--- config.mk ---
export PLATFORM = sky130hd
export DESIGN_NAME = dsp_file_responder_flat
export DESIGN_NICKNAME = d
export VERILOG_FILES = /design/src/rtl/dsp_file_responder_if.sv /design/src/rtl/dsp_file_responder.sv /design/src/flat_wrapper.sv
export SDC_FILE = /design/constraint.sdc
export NUM_CORES = 2
export LEC_CHECK = 0
export CAP_MARGIN = 20
export CORE_UTILIZATION = 30
export CTS_BUF_LIST = sky130_fd_sc_hd__clkbuf_8
export CTS_CLUSTER_DIAMETER = 60
export DETAILED_ROUTE_END_ITERATION = 10
export HOLD_SLACK_MARGIN = 0.1
export PLACE_DENSITY_LB_ADDON = 0.08
export RECOVER_POWER = 25
export SLEW_MARGIN = 20
export SYNTH_ARGS = -nofsm -noshare
export SYNTH_HDL_FRONTEND = slang
export SYNTH_SLANG_ARGS = --single-unit
--- constraint.sdc ---
create_clock -name wb_clk -period 9 [get_ports wb_clk]
set_clock_uncertainty 0.1 [all_clocks]
set_input_delay 0.9 -clock wb_clk [delete_from_list [all_inputs] [get_ports wb_clk]]
set_output_delay 0.9 -clock wb_clk [all_outputs]
set_load 0.1 [all_outputs]
--- src/rtl/dsp_file_responder_if.sv ---
// Equation-file request/response bundle between a DSP equation engine
// (master) and the file responder (slave).
//   file_num            : file selector for the request and the pointer outputs
//   file_write/read     : transfer requests, sampled while the responder is idle
//   file_reset          : clear the selected file's pointers
//   file_rd_ptr_offset  : read address offset from rd_ptr (mod DEPTH)
//   file_write_data     : write data
//   hold_rd_ptr         : 1 = read peeks without consuming
//   file_read_data      : read result
//   file_active         : responder busy
//   error               : one-cycle illegal-access pulse
//   rd_ptr/wr_ptr       : pointers of file file_num, zero-extended
//   file_count          : words held in file file_num
interface dsp_file_responder_if #(
  parameter int dw = 32
);
  logic [7:0]    file_num;
  logic          file_write;
  logic          file_read;
  logic          file_reset;
  logic [31:0]   file_rd_ptr_offset;
  logic [dw-1:0] file_write_data;
  logic          hold_rd_ptr;
  logic [dw-1:0] file_read_data;
  logic          file_active;
  logic          error;
  logic [31:0]   rd_ptr;
  logic [31:0]   wr_ptr;
  logic [8:0]    file_count;

  modport master (
    output file_num, file_write, file_read, file_reset,
           file_rd_ptr_offset, file_write_data, hold_rd_ptr,
    input  file_read_data, file_active, error, rd_ptr, wr_ptr, file_count
  );

  modport slave (
    input  file_num, file_write, file_read, file_reset,
           file_rd_ptr_offset, file_write_data, hold_rd_ptr,
    output file_read_data, file_active, error, rd_ptr, wr_ptr, file_count
  );
endinterface

--- src/rtl/dsp_file_responder.sv ---
// Responder for the DSP equation file interface. Holds NUM_FILES independent
// circular word buffers of DEPTH words in one internal RAM and serves
// read/write/reset requests through a three-state IDLE/ACCEPT/ACCESS FSM.
//   wb_clk   : system clock, rising edge
//   wb_rst_n : asynchronous active-low reset
//   bus      : slave side of dsp_file_responder_if (requests in, data,
//              busy, error and per-file pointers out)
module dsp_file_responder #(
  parameter int dw        = 32,
  parameter int NUM_FILES = 4,
  parameter int DEPTH     = 16
) (
  input  logic                 wb_clk,
  input  logic                 wb_rst_n,
  dsp_file_responder_if.slave  bus
);

  localparam int AW = $clog2(DEPTH);
  localparam int NW = (NUM_FILES > 1) ? $clog2(NUM_FILES) : 1;

  typedef enum logic [1:0] {IDLE, ACCEPT, ACCESS} state_t;

  state_t          r_state;
  logic [7:0]      r_num;
  logic [dw-1:0]   r_wdata;
  logic            r_hold;
  logic [AW-1:0]   r_off;
  logic            r_is_write;
  logic            r_active;
  logic            r_error;
  logic [dw-1:0]   r_rdata;
  logic [AW-1:0]   r_rd_ptr [NUM_FILES];
  logic [AW-1:0]   r_wr_ptr [NUM_FILES];
  logic [8:0]      r_count  [NUM_FILES];
  logic [dw-1:0]   r_mem    [NUM_FILES*DEPTH];

  // Transaction-side decode, driven from the latched request.
  logic            w_num_ok;
  logic [NW-1:0]   w_idx;
  logic [AW-1:0]   w_rd_addr;
  logic            w_wr_ok;
  logic            w_rd_ok;

  // Live-selector decode for the pointer outputs and file_reset.
  logic            w_live_ok;
  logic [NW-1:0]   w_live_idx;

  always_comb begin
    w_num_ok  = ({1'b0, r_num} < 9'(NUM_FILES));
    w_idx     = r_num[NW-1:0];
    w_rd_addr = r_rd_ptr[w_idx] + r_off;
    w_wr_ok   = w_num_ok && (r_count[w_idx] != 9'(DEPTH));
    w_rd_ok   = w_num_ok && (9'(r_off) < r_count[w_idx]);
  end

  always_comb begin
    w_live_ok       = ({1'b0, bus.file_num} < 9'(NUM_FILES));
    w_live_idx      = bus.file_num[NW-1:0];
    bus.rd_ptr      = '0;
    bus.wr_ptr      = '0;
    bus.file_count  = '0;
    if (w_live_ok) begin
      bus.rd_ptr     = 32'(r_rd_ptr[w_live_idx]);
      bus.wr_ptr     = 32'(r_wr_ptr[w_live_idx]);
      bus.file_count = r_count[w_live_idx];
    end
  end

  assign bus.file_active    = r_active;
  assign bus.error          = r_error;
  assign bus.file_read_data = r_rdata;

  always_ff @(posedge wb_clk or negedge wb_rst_n) begin
    if (!wb_rst_n) begin
      r_state    <= IDLE;
      r_num      <= '0;
      r_wdata    <= '0;
      r_hold     <= 1'b0;
      r_off      <= '0;
      r_is_write <= 1'b0;
      r_active   <= 1'b0;
      r_error    <= 1'b0;
      r_rdata    <= '0;
      for (int unsigned i = 0; i < NUM_FILES; i++) begin
        r_rd_ptr[i] <= '0;
        r_wr_ptr[i] <= '0;
        r_count[i]  <= '0;
      end
    end else begin
      r_error <= 1'b0;
      case (r_state)
        IDLE: begin
          if (bus.file_reset) begin
            if (w_live_ok) begin
              r_rd_ptr[w_live_idx] <= '0;
              r_wr_ptr[w_live_idx] <= '0;
              r_count[w_live_idx]  <= '0;
            end else begin
              r_error <= 1'b1;
            end
          end else if (bus.file_write || bus.file_read) begin
            r_state    <= ACCEPT;
            r_active   <= 1'b1;
            r_num      <= bus.file_num;
            r_wdata    <= bus.file_write_data;
            r_hold     <= bus.hold_rd_ptr;
            r_off      <= bus.file_rd_ptr_offset[AW-1:0];
            r_is_write <= bus.file_write;
          end
        end
        ACCEPT: begin
          // Error is decided one cycle early so it is high exactly in ACCESS.
          r_state <= ACCESS;
          r_error <= r_is_write ? !w_wr_ok : !w_rd_ok;
        end
        ACCESS: begin
          r_state  <= IDLE;
          r_active <= 1'b0;
          if (r_is_write) begin
            if (w_wr_ok) begin
              r_wr_ptr[w_idx] <= r_wr_ptr[w_idx] + 1'b1;
              r_count[w_idx]  <= r_count[w_idx] + 1'b1;
            end
          end else begin
            r_rdata <= w_rd_ok ? r_mem[{w_idx, w_rd_addr}] : '0;
            if (w_rd_ok && !r_hold) begin
              r_rd_ptr[w_idx] <= r_rd_ptr[w_idx] + 1'b1;
              r_count[w_idx]  <= r_count[w_idx] - 1'b1;
            end
          end
        end
        default: r_state <= IDLE;
      endcase
    end
  end

  // RAM write port kept free of reset; an asynchronous reset forces
  // r_state to IDLE, which suppresses any pending write.
  always_ff @(posedge wb_clk) begin
    if (r_state == ACCESS && r_is_write && w_wr_ok) begin
      r_mem[{w_idx, r_wr_ptr[w_idx]}] <= r_wdata;
    end
  end

endmodule

--- src/flat_wrapper.sv ---
// flat-port wrapper written by rule: the top's interface ports become plain ports
module dsp_file_responder_flat 
#(
  parameter int dw        = 32,
  parameter int NUM_FILES = 4,
  parameter int DEPTH     = 16
)
  (wb_clk, wb_rst_n, bus_file_num, bus_file_write, bus_file_read, bus_file_reset, bus_file_rd_ptr_offset, bus_file_write_data, bus_hold_rd_ptr, bus_file_read_data, bus_file_active, bus_error, bus_rd_ptr, bus_wr_ptr, bus_file_count);
  dsp_file_responder_if #(.dw(dw)) bus_i ();
  input  logic wb_clk;
  input  logic wb_rst_n;
  input wire logic [$bits(bus_i.file_num)-1:0] bus_file_num;
  input wire logic [$bits(bus_i.file_write)-1:0] bus_file_write;
  input wire logic [$bits(bus_i.file_read)-1:0] bus_file_read;
  input wire logic [$bits(bus_i.file_reset)-1:0] bus_file_reset;
  input wire logic [$bits(bus_i.file_rd_ptr_offset)-1:0] bus_file_rd_ptr_offset;
  input wire logic [$bits(bus_i.file_write_data)-1:0] bus_file_write_data;
  input wire logic [$bits(bus_i.hold_rd_ptr)-1:0] bus_hold_rd_ptr;
  output wire logic [$bits(bus_i.file_read_data)-1:0] bus_file_read_data;
  output wire logic [$bits(bus_i.file_active)-1:0] bus_file_active;
  output wire logic [$bits(bus_i.error)-1:0] bus_error;
  output wire logic [$bits(bus_i.rd_ptr)-1:0] bus_rd_ptr;
  output wire logic [$bits(bus_i.wr_ptr)-1:0] bus_wr_ptr;
  output wire logic [$bits(bus_i.file_count)-1:0] bus_file_count;
  assign bus_i.file_num = bus_file_num;
  assign bus_i.file_write = bus_file_write;
  assign bus_i.file_read = bus_file_read;
  assign bus_i.file_reset = bus_file_reset;
  assign bus_i.file_rd_ptr_offset = bus_file_rd_ptr_offset;
  assign bus_i.file_write_data = bus_file_write_data;
  assign bus_i.hold_rd_ptr = bus_hold_rd_ptr;
  assign bus_file_read_data = bus_i.file_read_data;
  assign bus_file_active = bus_i.file_active;
  assign bus_error = bus_i.error;
  assign bus_rd_ptr = bus_i.rd_ptr;
  assign bus_wr_ptr = bus_i.wr_ptr;
  assign bus_file_count = bus_i.file_count;
  dsp_file_responder #(.dw(dw), .NUM_FILES(NUM_FILES), .DEPTH(DEPTH)) u_core (.wb_clk(wb_clk), .wb_rst_n(wb_rst_n), .bus(bus_i));
endmodule
## Word-level counts from Yosys, hierarchy flattened

Memory sizes are Yosys's and may differ from the RTL's.
Index checks and enable logic that the tools add are counted.
W data, S select, Z words.

- Register bits: 150
- Bits in writable memories: 2048
- Input port bits: 78
- Output and inout port bits: 107
- Word-level logic and storage cells: 138
- Memories kept: 1

Memories:

| name | depth | width | rd ports | clocked after Yosys merged registers in | wr ports | RTL line | RTL |
|---|---|---|---|---|---|---|---|
| u_core.r_mem | 64 | 32 | 1 | 0 | 1 | dsp_file_responder.sv:35 | `logic [dw-1:0] r_mem [NUM_FILES*DEPTH];` |

- Add/subtract/negate cells: 5
- Magnitude comparators: 7
- Equal/unequal tests: 13
- Multiplexer cells: 62
- Bitwise gates (word level): 9
- Reduce and logical (&&, ||, !) cells: 20

Operators by type and width:

| cell | number |
|---|---|
| $mux W36 | 5 |
| $mux W16 | 8 |
| $bwmux W36 | 2 |
| $pmux W36 S2 | 1 |
| $pmux W16 S2 | 2 |
| $mux W9 | 7 |
| $mux W4 | 12 |
| $and A36 B36 Y36 | 1 |
| $bmux W9 S2 | 2 |
| $demux W9 S2 | 2 |
| $not A36 Y36 | 1 |
| $and A16 B16 Y16 | 2 |
| $bmux W4 S2 | 4 |
| $bwmux W16 | 2 |
| $mux W32 | 1 |
| $demux W4 S2 | 2 |
| $lt A8 B3 Y1 const B | 2 |
| $not A16 Y16 | 1 |
| $reduce_and A5 Y1 | 3 |
| $ne A2 B1 Y1 const B | 5 |
| $add A9 B1 Y9 const B | 1 |
| $lt A4 B9 Y1 | 1 |
| $ne A9 B5 Y1 const B | 1 |
| $sub A9 B1 Y9 const B | 1 |
| other kinds (22) | 47 |

## Longest topological paths before layout

- Depth in word-level cells: 10
- Depth in mapped cells: 17
- Gate-level depth less buffers: 10

## Worst setup path after synthesis

OpenSTA, ideal clock, no wires.

- Kind: reg2reg
- Start point: reg u_core.r_num[0]
- End point: reg u_core.r_rdata[13] (netlist: u_core.bus.file_read_data[13])
- Setup time: 123 ps
- Arrival: 4165 ps
- Data required time: 8777 ps
- Setup slack: 4612 ps
- Stages on the path, launching flop included: 13
- Path buffers: 6
- Clock period less this slack: 4388 ps
- Cells stage by stage: dfrtp_1 -> buf_6 -> buf_12 -> clkbuf_1 -> mux4_2 -> ha_1 -> buf_2 -> buf_2 -> buf_1 -> mux4_2 -> mux4_2 -> nand2b_1 -> a32o_1

- Cells in the longest elaborated chain, start to end: 7
- Elaborated cells between the ends (all ways): 13
- Those cells by class: 1 x add/sub; 2 x order compare; 7 x mux; 1 x bitwise; 1 x reduce/logical; 1 x memory

RTL lines:

| item | RTL line | RTL |
|---|---|---|
| from (decl) | dsp_file_responder.sv:24 | `logic [7:0] r_num;` |
| from (signal assigned) | dsp_file_responder.sv:104 | `r_num <= bus.file_num;` |
| $not A2 Y3 (implied by the code) | dsp_file_responder.sv:51, dsp_file_responder.sv:53 |  |
| $bmux W4 S2 or $bmux W9 S2 (tied branches) | dsp_file_responder.sv:51, dsp_file_responder.sv:53 |  |
| $mux W4 (implied by the code) or $mux W9 (tied branches) (2 in a row) | dsp_file_responder.sv:51, dsp_file_responder.sv:53 |  |
| $add A4 B4 Y4 or $lt A4 B9 Y1 (tied branches) | dsp_file_responder.sv:51, dsp_file_responder.sv:53 |  |
| $mem_v2 Z64 W32 or $logic_and A1 B1 Y1 (tied branches) | -- |  |
| $mux W32 * | dsp_file_responder.sv:125 | `r_rdata <= w_rd_ok ? r_mem[{w_idx, w_rd_addr}] : '0;` |
| to (signal assigned) | dsp_file_responder.sv:125 |  |
| to (decl) | dsp_file_responder.sv:31 | `logic [dw-1:0] r_rdata;` |

Mark *: on every way between the ends. The rest lies on a longest branch, timed or not. The select of a mux whose other input is x is not followed.
A chain may end at the register's enable or synchronous reset.

## Final worst setup path

- Start point: reg u_core.r_num[1]
- End point: reg u_core.r_rdata[18] (netlist: u_core.bus.file_read_data[18])

The elaborated chain is that of the path after synthesis.

==> key figures <==
Timing
  – Final setup TNS: 0 ns
  – Final Slew Violations: 1777
  – Finish-stage setup viols: 0
  – RSZ-0062 raised after global routing: false
  – Fmax: 170.2 MHz
  – Fin crit share: 65.27%
  – Worst relative slew slack: -202.2%
  – Post-route minimum period: 5.874 ns
  – Worst slew pin tran: 4.533 ns
  – Hold Fails Final Rpt: 0

Synthesis
  – Share of the synthesized area in the top cell type: 71.49%
  – Part of the Yosys area used for sequential elements: 75.85%
  – Post-synth EDFFs: 2048
  – Area contributors post-synth: edfxtp_1 (71%), mux4_2 (16%), dfrtp_1 (4.4%)
  – Distinct cells, synth: 66
  – Top_reg_cell synth: edfxtp_1
  – Average size of a mapped cell: 21.50 sq um
  – Ys async rst share: 6.824%
  – Synth Instances: 4001
  – Synth Warn #: 0
  – Commonest cells post-synth: edfxtp_1 (2048), mux4_2 (594), nand2_1 (214)
  – Synth area leader: edfxtp_1
  – Area of the mapped netlist: 0.08603 sq mm
  – Count leader, synth: edfxtp_1
  – #FFs+latches synth: 2198

Global route
  – Largest net degree at the start of global routing: 89
  – GRT busiest layer: met2
  – Met2 Use GR: 31.80%
  – Total grt overflow: 0
  – Initial antenna violation count: 13
  – GRT Util Overall: 18.47%
  – First-pass GRT wire length: 370.5 mm
  – Number of global-route vias before repair: 44983
  – GR Util met1: 24.64%
  – Met3 GRT Util: 2.652%

Critical path
  – Crit Path Category: register to register
  – Worst R2R Path Depth: 10
  – CP max stage cell: fa_4
  – Worst setup SP type: register
  – CP Capture Type: register
  – Max FO, Critical Path: 35
  – Buffers and inverters on the worst path: 3
  – R2R setup slack: 3.13 ns
  – Critical Path Stages: 10
  – Worst EP required: 9.78 ns
  – Max incr delay on CP: 1.24 ns
  – Worst-path cell chain: buf_4 -> mux4_2 -> inv_1 -> fa_4 -> buf_4 -> mux4_2 -> and2_1 -> a2111oi_0 -> nor4_1 -> a32o_1
  – Reg-to-Reg Start: u_core.r_num[1]
  – Top delay family on crit path: compound AO/OA/AOI/OAI gates
  – R2r endpoint: u_core.bus.file_read_data[18]
  – CP Data Arrival Time: 6.65 ns

Power and ir drop
  – Pint: 0.01796 W
  – Leakage power total: 31.84 nW
  – Power, Total: 0.02510 W
  – Maximum vdd drop: 0.0001208 V
  – Combinational group share of total power: 17.3%
  – Seq pwr share: 48.2%
  – Clock power frac: 34.5%
  – Switching power: 0.007145 W
  – Net Sw Frac: 28.46%
  – Pwr dens: 252.1 mW/mm^2

Floorplan
  – Height of the die: 537.5 um
  – Core area: 0.2852 sq mm
  – Die area: 0.2889 sq mm
  – DIE WIDTH: 537.5 um
  – Initial Util: 30.16%
  – I/O pin total: 185
  – Row count: 196

Placement
  – I/O Buffers: 100
  – Gpl congestion: 0.7070
  – Placed cells: 7808
  – Detail Placement HPWL: 141.9 mm

Layout
  – Nets: 4534
  – Fraction of layout cells with a size suffix above 1: 29.36%
  – Layout Cells excl Fill: 8517
  – Finished Core Util: 34.92%
  – Synth-to-layout area growth: 15.76%

Outcome
  – Failing checks: capacitance limit, slew limit
  – Status: complete, but fails checks

Clocking
  – CTS tree: yes
  – Clock-pin slew on the worst setup and hold paths: 0.06 ns
  – CTS buffer count: 394
  – Clk_lat worst skew: 1.02 ns
  – CTS H-tree depth: 5
  – Sink Count: 2198
  – Root Buffer: clkbuf_8
  – Clk buf depth: 4

Hold path
  – Hold path depth: 2
  – Worst hold path type: register to register
  – Hold_sp: u_core.bus.file_read_data[16]
  – Hold endpoint: u_core.bus.file_read_data[16]

Drt
  – Routed wire per std cell: 31.40 um
  – Via/cell ratio: 4.964
  – DRC Markers: 0
  – Initial DRC count: 3251
  – Post-route ant nets: 0
  – Via count: 42282
  – Drt first pass iters: 5
  – Total wire length: 267.4 mm

Flow run
  – Max-cap violations: 27
what timing repair did:
item / CTS / global route
gates resized for setup: 0 / 0
setup endpoints to repair: 0 / 0
hold endpoints to repair: 69 / 0
buffers inserted: 0 / 0
hold buffers: 1 / 0
flip-flops by register name, indices dropped and copies added, names as in the netlist, 2 cells and up:
register                   cells
u_core.r_mem                2048
u_core.r_count                36
u_core.bus.file_read_data     32
u_core.r_wdata                32
u_core.r_rd_ptr               16
u_core.r_wr_ptr               16
u_core.r_num                   8
u_core.r_off                   4
u_core.r_state                 2
metal layers:
| metal | share of wire [%] | wire length, um | up-vias |
|---|---|---|---|
| li1 | - | - | 17579 |
| met1 | 44 | 117200 | 23323 |
| met2 | 50 | 134700 | 1030 |
| met3 | 4.0 | 10620 | 350 |
| met4 | 1.8 | 4878 | 0 |
| met5 | 0 | 0 | - |
cell families after synthesis:
group / after synthesis / synth area share (%)
DFF: 2198 / 75.85
muxes: 687 / 16.71
and+or+nand+nor: 570 / 3.128
buffers and inverters: 285 / 1.683
AOI/OAI and AO/OA: 232 / 2.238
xor gates and xnor gates: 16 / 0.1978
adders and majority gates: 12 / 0.1833
other: 1 / 0.004359
worst max path at each step:
stage                                    endpoint  slack (ns)             from
global placement     u_core.bus.file_read_data[4]        3.15  u_core.r_num[1]
finish              u_core.bus.file_read_data[18]        3.13  u_core.r_num[1]
CTS                          u_core.r_mem[25][30]        3.11  u_core.r_num[1]
global route                 u_core.r_mem[23][30]        2.92  u_core.r_num[1]
floorplan           u_core.bus.file_read_data[13]        4.61  u_core.r_num[0]
detailed placement            u_core.r_mem[25][2]        3.18  u_core.r_num[1]
final cells by class:
type,count,area [sq um]
Fill cell,26604,185600
Sequential cell,2198,65290
Multi-Input combinational cell,1573,20140
Clock buffer,428,5891
Tap cell,3762,4707
Timing Repair Buffer,266,2266
Clock inverter,278,1255
Inverter,11,41.29
Antenna cell,1,2.502
worst min-delay path: stages (launching register included):
cell and delay, ns:
dfrtp_1 0.36, nand2_1 0.05, o31ai_1 0.05
placed cells by master (no fill, tap or decap), drive strengths merged, types with 49 or more instances in the layout:
cell type and count:
edfxtp 2048, clkinv 110, nand2 214, inv 171
clkdlybuf4s50 90, conb 56, mux4 595, nor2 119
a2111oi 61, clkbuf 453, mux2i 49, nand3 69
buf 150, and2 63, dfrtp 150
stage by stage:
step / area [sq um] / hold WS [ns] / setup slack [ns]
finish: 99590 / 0.3978 / 3.126
global route: 99590 / 0.3870 / 2.918
CTS: 99690 / 0.3083 / 3.112
detailed placement: 92540 / 0.3800 / 3.175
global placement: 92530 / 0.3656 / 3.152
floorplan: 86230 / 0.3592 / 4.612
power groups by stage:
stage               Combinational [W]  Sequential (W)  Clock (W)
detailed placement            0.00451          0.0122          0
global placement              0.00448          0.0122          0
global route                  0.00466          0.0121    0.00936
floorplan                     0.00244          0.0125          0
CTS                           0.00451          0.0120    0.00895
finish                        0.00435          0.0121    0.00866
Note: power is estimated with default switching activity, not from simulation.
